<file path="config.mk">
export PLATFORM = sky130hd
export DESIGN_NAME = hs_rr_arbiter
export DESIGN_NICKNAME = d
export VERILOG_FILES = /design/src/rtl/hs_rr_arbiter_pkg.sv /design/src/rtl/hs_rr_arbiter_sync2.sv /design/src/rtl/hs_rr_arbiter.sv
export SDC_FILE = /design/constraint.sdc
export NUM_CORES = 1
export LEC_CHECK = 0
export CAP_MARGIN = 25
export CORE_MARGIN = 2
export CORE_UTILIZATION = 35
export CTS_CLUSTER_SIZE = 40
export DETAILED_ROUTE_END_ITERATION = 10
export PLACE_DENSITY = 0.72
export SKIP_LAST_GASP = 1
export SLEW_MARGIN = 40
export SYNTH_ARGS = -nofsm -noshare
export SYNTH_HDL_FRONTEND = slang
export SYNTH_HIERARCHICAL = 1
export SYNTH_SLANG_ARGS = --single-unit
export TNS_END_PERCENT = 20
</file>
<file path="constraint.sdc">
create_clock -name clk -period 1.15 [get_ports clk]
set_input_delay 0.1725 -clock clk [delete_from_list [all_inputs] [get_ports clk]]
set_output_delay 0.1725 -clock clk [all_outputs]
set_load 0.02 [all_outputs]
</file>
<file path="src/rtl/hs_rr_arbiter_pkg.sv">
// Shared definitions for the four-phase round-robin arbiter.
//   state_t    : FSM encoding (IDLE / REQ / ACK)
//   N_REQ_DEF  : default number of requesters
//   DATA_W_DEF : default data width per requester
package hs_arb_pkg;

  localparam int unsigned N_REQ_DEF  = 2;
  localparam int unsigned DATA_W_DEF = 8;

  typedef enum logic [1:0] {
    IDLE = 2'd0,
    REQ  = 2'd1,
    ACK  = 2'd2
  } state_t;

endpackage

</file>
<file path="src/rtl/hs_rr_arbiter_sync2.sv">
// hs_sync2: single-bit two-flop synchroniser, asynchronous active-low reset.
//   clk   : destination clock
//   rst_n : asynchronous active-low reset (both flops clear to 0)
//   d     : asynchronous input bit
//   q     : synchronised output bit, two clk edges behind d
module hs_sync2 (
  input  logic clk,
  input  logic rst_n,
  input  logic d,
  output logic q
);

  logic meta;

  always_ff @(posedge clk or negedge rst_n) begin
    if (!rst_n) begin
      meta <= 1'b0;
      q    <= 1'b0;
    end else begin
      meta <= d;
      q    <= meta;
    end
  end

endmodule

</file>
<file path="src/rtl/hs_rr_arbiter.sv">
// hs_rr_arbiter: N_REQ four-phase requesters funnelled round-robin into one
// four-phase output channel with bundled data. Moore FSM, registered outputs.
//   clk, rst_n : rising-edge clock, asynchronous active-low reset
//   in_req     : per-requester request           in_data : bundled data, DATA_W per requester
//   in_ack     : per-requester acknowledge (one-hot or zero)
//   out_req    : request to shared stage         out_data: latched winner data
//   out_ack    : acknowledge from shared stage
//   grant      : index of current/last winner    busy    : FSM not in IDLE
// Build option: define HS_SYNC_EN to pass in_req and out_ack through two-flop
// synchronisers (adds two cycles per input transition).
module hs_rr_arbiter
  import hs_arb_pkg::*;
#(
  parameter int unsigned N_REQ  = N_REQ_DEF,
  parameter int unsigned DATA_W = DATA_W_DEF
) (
  input  logic                       clk,
  input  logic                       rst_n,
  input  logic [N_REQ-1:0]           in_req,
  input  logic [N_REQ*DATA_W-1:0]    in_data,
  output logic [N_REQ-1:0]           in_ack,
  output logic                       out_req,
  output logic [DATA_W-1:0]          out_data,
  input  logic                       out_ack,
  output logic [$clog2(N_REQ)-1:0]   grant,
  output logic                       busy
);

  localparam int unsigned GW = $clog2(N_REQ);

  logic [N_REQ-1:0]  req_s;
  logic              ack_s;

  state_t            state_q, state_d;
  logic [GW-1:0]     grant_d, last_q, last_d;
  logic [DATA_W-1:0] data_d;

  logic              found;
  logic [GW-1:0]     pick;
  logic [GW:0]       sum;
  logic [DATA_W-1:0] pick_data;

  logic              out_req_d, busy_d;
  logic [N_REQ-1:0]  in_ack_d;

`ifdef HS_SYNC_EN
  for (genvar g = 0; g < N_REQ; g++) begin : g_sync_req
    hs_sync2 u_sync_req (.clk(clk), .rst_n(rst_n), .d(in_req[g]), .q(req_s[g]));
  end
  hs_sync2 u_sync_ack (.clk(clk), .rst_n(rst_n), .d(out_ack), .q(ack_s));
`else
  assign req_s = in_req;
  assign ack_s = out_ack;
`endif

  // State and registered outputs; outputs are decoded from the next state so
  // they change on the same edge as the state itself.
  always_ff @(posedge clk or negedge rst_n) begin
    if (!rst_n) begin
      state_q  <= IDLE;
      grant    <= '0;
      out_data <= '0;
      last_q   <= GW'(N_REQ - 1);
      out_req  <= 1'b0;
      in_ack   <= '0;
      busy     <= 1'b0;
    end else begin
      state_q  <= state_d;
      grant    <= grant_d;
      out_data <= data_d;
      last_q   <= last_d;
      out_req  <= out_req_d;
      in_ack   <= in_ack_d;
      busy     <= busy_d;
    end
  end

  always_comb begin
    found     = 1'b0;
    pick      = '0;
    sum       = '0;
    pick_data = '0;
    // Scan from last+1 upward, wrapping modulo N_REQ without a divider:
    // last+1+i never exceeds 2*N_REQ-1, so one conditional subtract suffices.
    for (int unsigned i = 0; i < N_REQ; i++) begin
      sum = {1'b0, last_q} + (GW+1)'(i + 1);
      if (sum >= (GW+1)'(N_REQ)) sum = sum - (GW+1)'(N_REQ);
      if (!found && req_s[sum[GW-1:0]]) begin
        found = 1'b1;
        pick  = sum[GW-1:0];
      end
    end
    for (int unsigned j = 0; j < N_REQ; j++) begin
      if (pick == GW'(j)) pick_data = in_data[j*DATA_W +: DATA_W];
    end

    state_d = state_q;
    grant_d = grant;
    data_d  = out_data;
    last_d  = last_q;
    unique case (state_q)
      IDLE: if (found) begin
        state_d = REQ;
        grant_d = pick;
        data_d  = pick_data;
      end
      REQ:  if (ack_s) state_d = ACK;
      ACK:  if (!req_s[grant] && !ack_s) begin
        state_d = IDLE;
        last_d  = grant;
      end
      default: state_d = IDLE;
    endcase
  end

  always_comb begin
    out_req_d = (state_d == REQ);
    busy_d    = (state_d != IDLE);
    in_ack_d  = '0;
    if (state_d == ACK) in_ack_d[grant_d] = 1'b1;
  end

endmodule

</file>
; Yosys cells after proc, flatten, opt, wreduce, memory -nomap -nowiden
; Index checks and enable logic that the tools add are counted.
[classes]
addsub = 4
magnitude_cmp = 7
n_eq_ne = 4
mux = 22
reduce_logical = 10
[op_table]
columns = op, n
row1 = 2-to-1 mux 1 bit, 15
row2 = "< comparator 1 x 2 -> 1 bit, second input constant", 4
row3 = 2-to-1 mux 2 bit, 4
row4 = 2-to-1 mux 8 bit, 1
row5 = one-hot mux 2 bit (3 select lines), 1
row6 = "equality test 2 x 1 -> 1 bit, second input constant", 2
row7 = "equality test 2 bit, second input constant", 2
row8 = "greater-or-equal comparator 2 bit, second input constant", 2
row9 = AND reduction 2 bit, 2
row10 = logical AND 1 bit, 3
row11 = zero test 1 bit, 3
row12 = "adder 1 x 1 -> 2 bit, second input constant", 1
row13 = "adder 1 x 2 -> 2 bit, second input constant", 1
row14 = zero test 2 bit, 1
row15 = nonzero test 2 bit, 1
row16 = "subtractor 1 bit, second input constant", 2
row17 = demux 1 bit (select 1 bit), 1
row18 = "greater-or-equal comparator 1 bit, second input constant", 1
[totals]
register_bits = 16
inputBits = 21
output_inout_bits = 13
elab_cells = 54

; Logic depth before layout (Yosys ltp)
[logic_depth]
word_depth = 16
depth_mapped = 5

; Worst setup path after synthesis
; OpenSTA, ideal clock, no wires.
[synth_timing]
kind = reg2reg
startpoint = register grant
endpoint = register busy
arrival_ns = 1.189
required_ns = 1.013
slack_ns = -0.176
stages_incl_launch_ff = 4
n_path_buf = 0
synth_period_minus_slack_ns = 1.326
path_cell_list = dfrtp_1 mux2_2 o211ai_1 nand3_1
[synth_via]
elab_chain_len = 7
[synth_lines]
columns = element, line
row1 = start: declaration, hs_rr_arbiter.sv:25  ; output logic [$clog2(N_REQ)-1:0] grant,
row2 = start signal: assignment, hs_rr_arbiter.sv:69  ; grant <= grant_d;
row3 = 2-to-1 mux 1 bit (implied by the code) (2 in series), hs_rr_arbiter.sv:108  ; ACK: if (!req_s[grant] && !ack_s) begin
row4 = zero test 1 bit, hs_rr_arbiter.sv:108
row5 = logical AND 1 bit, hs_rr_arbiter.sv:108
row6 = 2-to-1 mux 2 bit, hs_rr_arbiter.sv:108
row7 = one-hot mux 2 bit (3 select lines), hs_rr_arbiter.sv:101  ; unique case (state_q)
row8 = nonzero test 2 bit, hs_rr_arbiter.sv:118  ; busy_d = (state_d != IDLE);
row9 = named net busy_d, hs_rr_arbiter.sv:43  ; logic out_req_d, busy_d;
row10 = end signal: assignment, hs_rr_arbiter.sv:74  ; busy <= busy_d;
row11 = end: declaration, hs_rr_arbiter.sv:26  ; output logic busy
; The timed path passes the listed nets, and every way through them passes these cells. The select of a mux whose other input is x is not followed.
; A chain may end at the register's enable or synchronous reset.

; Worst setup path in the final report
[layout_timing]
startpoint = register state_q[1]
endpoint = register in_ack[1]
[layout_via]
elab_chain_len = 7
word_cells_on_any_way = 15
[layout_lines]
columns = element, line
row1 = start: declaration, hs_rr_arbiter.sv:34  ; state_t state_q, state_d;
row2 = start signal: assignment, hs_rr_arbiter.sv:68  ; state_q <= state_d;
row3 = zero test 2 bit (*), hs_rr_arbiter.sv:101
row4 = 2-to-1 mux 1 bit (*), hs_rr_arbiter.sv:101
row5 = named net grant_d, hs_rr_arbiter.sv:35  ; logic [GW-1:0] grant_d, last_q, last_d;
row6 = < comparator 1 x 2 -> 1 bit (implied by the code) / greater-or-equal comparator 1 bit (equally long branches), hs_rr_arbiter.sv:120  ; if (state_d == ACK) in_ack_d[grant_d] = 1'b1;
row7 = logical AND 1 bit (implied by the code), hs_rr_arbiter.sv:120
row8 = 2-to-1 mux 1 bit (implied by the code), hs_rr_arbiter.sv:120
row9 = demux 1 bit (select 1 bit) (*), hs_rr_arbiter.sv:120
row10 = 2-to-1 mux 2 bit (*), hs_rr_arbiter.sv:120
row11 = named net in_ack_d[1], hs_rr_arbiter.sv:44  ; logic [N_REQ-1:0] in_ack_d;
row12 = end signal: assignment, hs_rr_arbiter.sv:73  ; in_ack <= in_ack_d;
row13 = end: declaration, hs_rr_arbiter.sv:21  ; output logic [N_REQ-1:0] in_ack,
; Mark *: on every way through the listed nets, which the timed path passes. The rest lies on a longest branch.

==> results.md <==
* Failing checks: negative setup slack
* Rel. slew slack at 0.7911
* Finished Core Util at 0.6256
* Peak VDD IR at 1.237 mV
* Syn_nets at 97
* Synth cell count leaders: nand2_1, dfrtp_1, a21oi_1
* Initial drt markers at 7
* Predominant post-synthesis flop cell: dfrtp_1
* Cell with the most instances after synthesis: nand2_1
* Worst Skew at 0.007533 ns
* Site row count at 16
* Area growth from synthesis to layout at 67.12%
* TritonCTS Buffers at 3
* Via count of the first global-routing pass at 792
* CP Launch Point: state_q[1]
* Worst path required time at 1.31 ns
* Post-synth ARST share at 1.000
* CTS Buffer Depth at 2
* EDFF count, synth at 0
* Register area share after synthesis at 0.5468
* Register bit total from synthesis at 16
* Synth warn at 6
* RePlAce Congestion at 0.7421
* Critical path type: register to register
* DP Wirelength at 1500 um
* Clock power frac at 0.125
* Hold-fix buffers, CTS at 0
* Fin worst setup slack at -0.1327 ns
* Worst-margin pin slew at 0.3120 ns
* Non-filler cells, final at 151
* Worst-path fanout max at 3
* Total power at 2.907 mW
* GRT Resource Usage Total at 0.1676
* Global route total overflow at 0
* P_sw at 1.130 mW
* Detailed-route wire length at 1859 um
* Final max-slew violation count at 0
* Fin crit period at 1.283 ns
* Placed Area at 1189 um^2
* Net count, final at 146
* Clock transition at the registers of the reported paths at 0.10 ns
* Critical Path Start Type: register
* Fillers at 192
* CTS tree: built
* IO buf count at 33
* Int Pwr at 1.777 mW
* Arr. time, crit path at 1.45 ns
* Unique masters post-synth at 25
* Io pins at 34
* Root buffer cell: clkbuf_4
* Pwr dens at 2369 nW/um^2
* WL per Instance at 12.31 um
* Die Ht at 49.81 um
* Initial core utilization at 0.3744
* RSZ-0062 raised after global routing: yes
* Combinational share of power at 0.530
* DIE AREA at 2481 um^2
* Clock Latency Late Sink at 0.28 ns
* Largest net degree at the start of global routing at 10
* DRC Markers at 0
* Top achievable clock speed at 779.6 MHz
* Register share of total power at 0.345
* Share of post-route cells with drive strength above 1 at 0.2177
* Crit. End Element: register
* Post-Syn Area at 734.5 um^2
* CTS HTree Levels at 1
* DRT Pass-1 Iters at 5
* Placed Instances at 147
* Die X-Extent at 49.81 um
* Worst min-delay path class: primary input to async pin
* Final Setup Violations at 16
* Postcts setup bufs at 0
* Final ANT Viol Nets at 0
* Top post-synthesis cells by area: dfrtp_1, nand2_1, a21oi_1
* Switching Share at 0.3887
* Total clock sinks at 16
* # diodes at 0
* Max Cap Viol at 0
* Mean Syn Cell Area at 9.664 um^2
* Final-report hold violation count at 0
* Crit share post-route at 1.115
* Worst hold slack at 0.1174 ns
* Mapped Cells at 76
* Reg-to-reg startpoint: state_q[1]
* Fin area at 1227 um^2
* Leakage power at 0.5886 nW
* Core Region at 1962 um^2
* Initial antenna violation count at 0
* Status: complete, but fails checks
* Detailed-route via count at 732
* Global-route wire length before repair at 3194 um
* Leading area contributor after synthesis: dfrtp_1
* Top cell type's share of synthesized area at 0.5111
* Via-to-Cell Ratio at 4.848
[per-stage QoR]
stage / TNS, ns / worst slack (ns)
final: -1.264 / -0.1327
after global routing: -2.691 / -0.2134
after CTS: -2.224 / -0.2352
after detailed placement: -4.801 / -0.4132
after global placement: -4.375 / -0.3647
after floorplan: -0.4814 / -0.1056
[registers in the layout, indices dropped and copies added, names as in the netlist]
signal	flops
last_q	1
state_q	2
in_ack	2
out_data	8
out_req	1
grant	1
busy	1
[power by group through the flow]
| stage | clock network (mW) | logic (mW) | registers (mW) |
|---|---|---|---|
| after floorplan | 0 | 0.514 | 1.30 |
| after global placement | 0 | 1.63 | 1.02 |
| after detailed placement | 0 | 1.66 | 1.02 |
| after CTS | 0.374 | 1.57 | 1.01 |
| after global routing | 0.395 | 1.70 | 1.04 |
| final | 0.365 | 1.54 | 1.00 |
[kinds of logic (layout without fill, tap and decap cells)]
group | after synthesis | after routing | synth area share
flops | 16 | 16 | 0.5469
compound gates | 26 | 26 | 0.2334
buf+inv | 7 | 55 | 0.04768
simple gates | 26 | 26 | 0.1567
mux | 1 | 1 | 0.01533
[per-layer routing]
layer,track usage,up-vias,share of wire
met5,0,-,0
met4,0.03241,0,0
met3,0.03939,0,0.058
met2,0.3267,32,0.51
met1,0.1813,337,0.44
li1,-,363,-
[cell type report]
| class | instances | area [um^2] | share of cell area |
|---|---|---|---|
| repair buffers | 47 | 437.9 | 0.3568 |
| clock buffers | 4 | 36.28 | 0.02956 |
| inverters | 4 | 15.01 | 0.01223 |
| multi-input cells | 53 | 301.5 | 0.2457 |
| flip-flops and latches | 16 | 402.9 | 0.3282 |
| well taps | 27 | 33.78 | 0.02752 |
[path summary, 6_finish.rpt]
| path | slack, ns | endpoint | cells after the start |
|---|---|---|---|
| setup / recovery | -0.13 | in_ack[1] | 3 |
| hold / removal | 0.12 | busy | 1 |
| setup reg to reg | -0.13 | in_ack[1] | 3 |
| hold reg to reg | 0.56 | out_data[5] | 2 |
| max in group asynchronous | 0.59 | last_q | 2 |
| min in group clk | 0.44 | out_data[1] | 3 |
[cell usage in the layout, fill, tap and decap left out, drive strengths merged, types with 2 or more instances in the layout]
cell type,instances
a21oi,10
dlygate4sd2,6
dlymetal6s2s,3
clkdlybuf4s50,20
dfrtp,15
nor2,4
nand2,17
buf,14
clkbuf,4
a31oi,9
a21boi,2
clkdlybuf4s15,4
inv,4
[worst max-delay path, cell delays in order, from the launching register on]
cell	delay, ns
dfrtp_1	0.42
or3b_1	0.38
a22o_1	0.24
a21boi_1	0.14
[timing repair]
action | 4_1_cts | 5_1_grt
pin swaps | 0 | 3
endpoints found under the setup margin | 26 | 27
resized for setup | 16 | 3
Note: power is estimated with default switching activity, not from simulation.
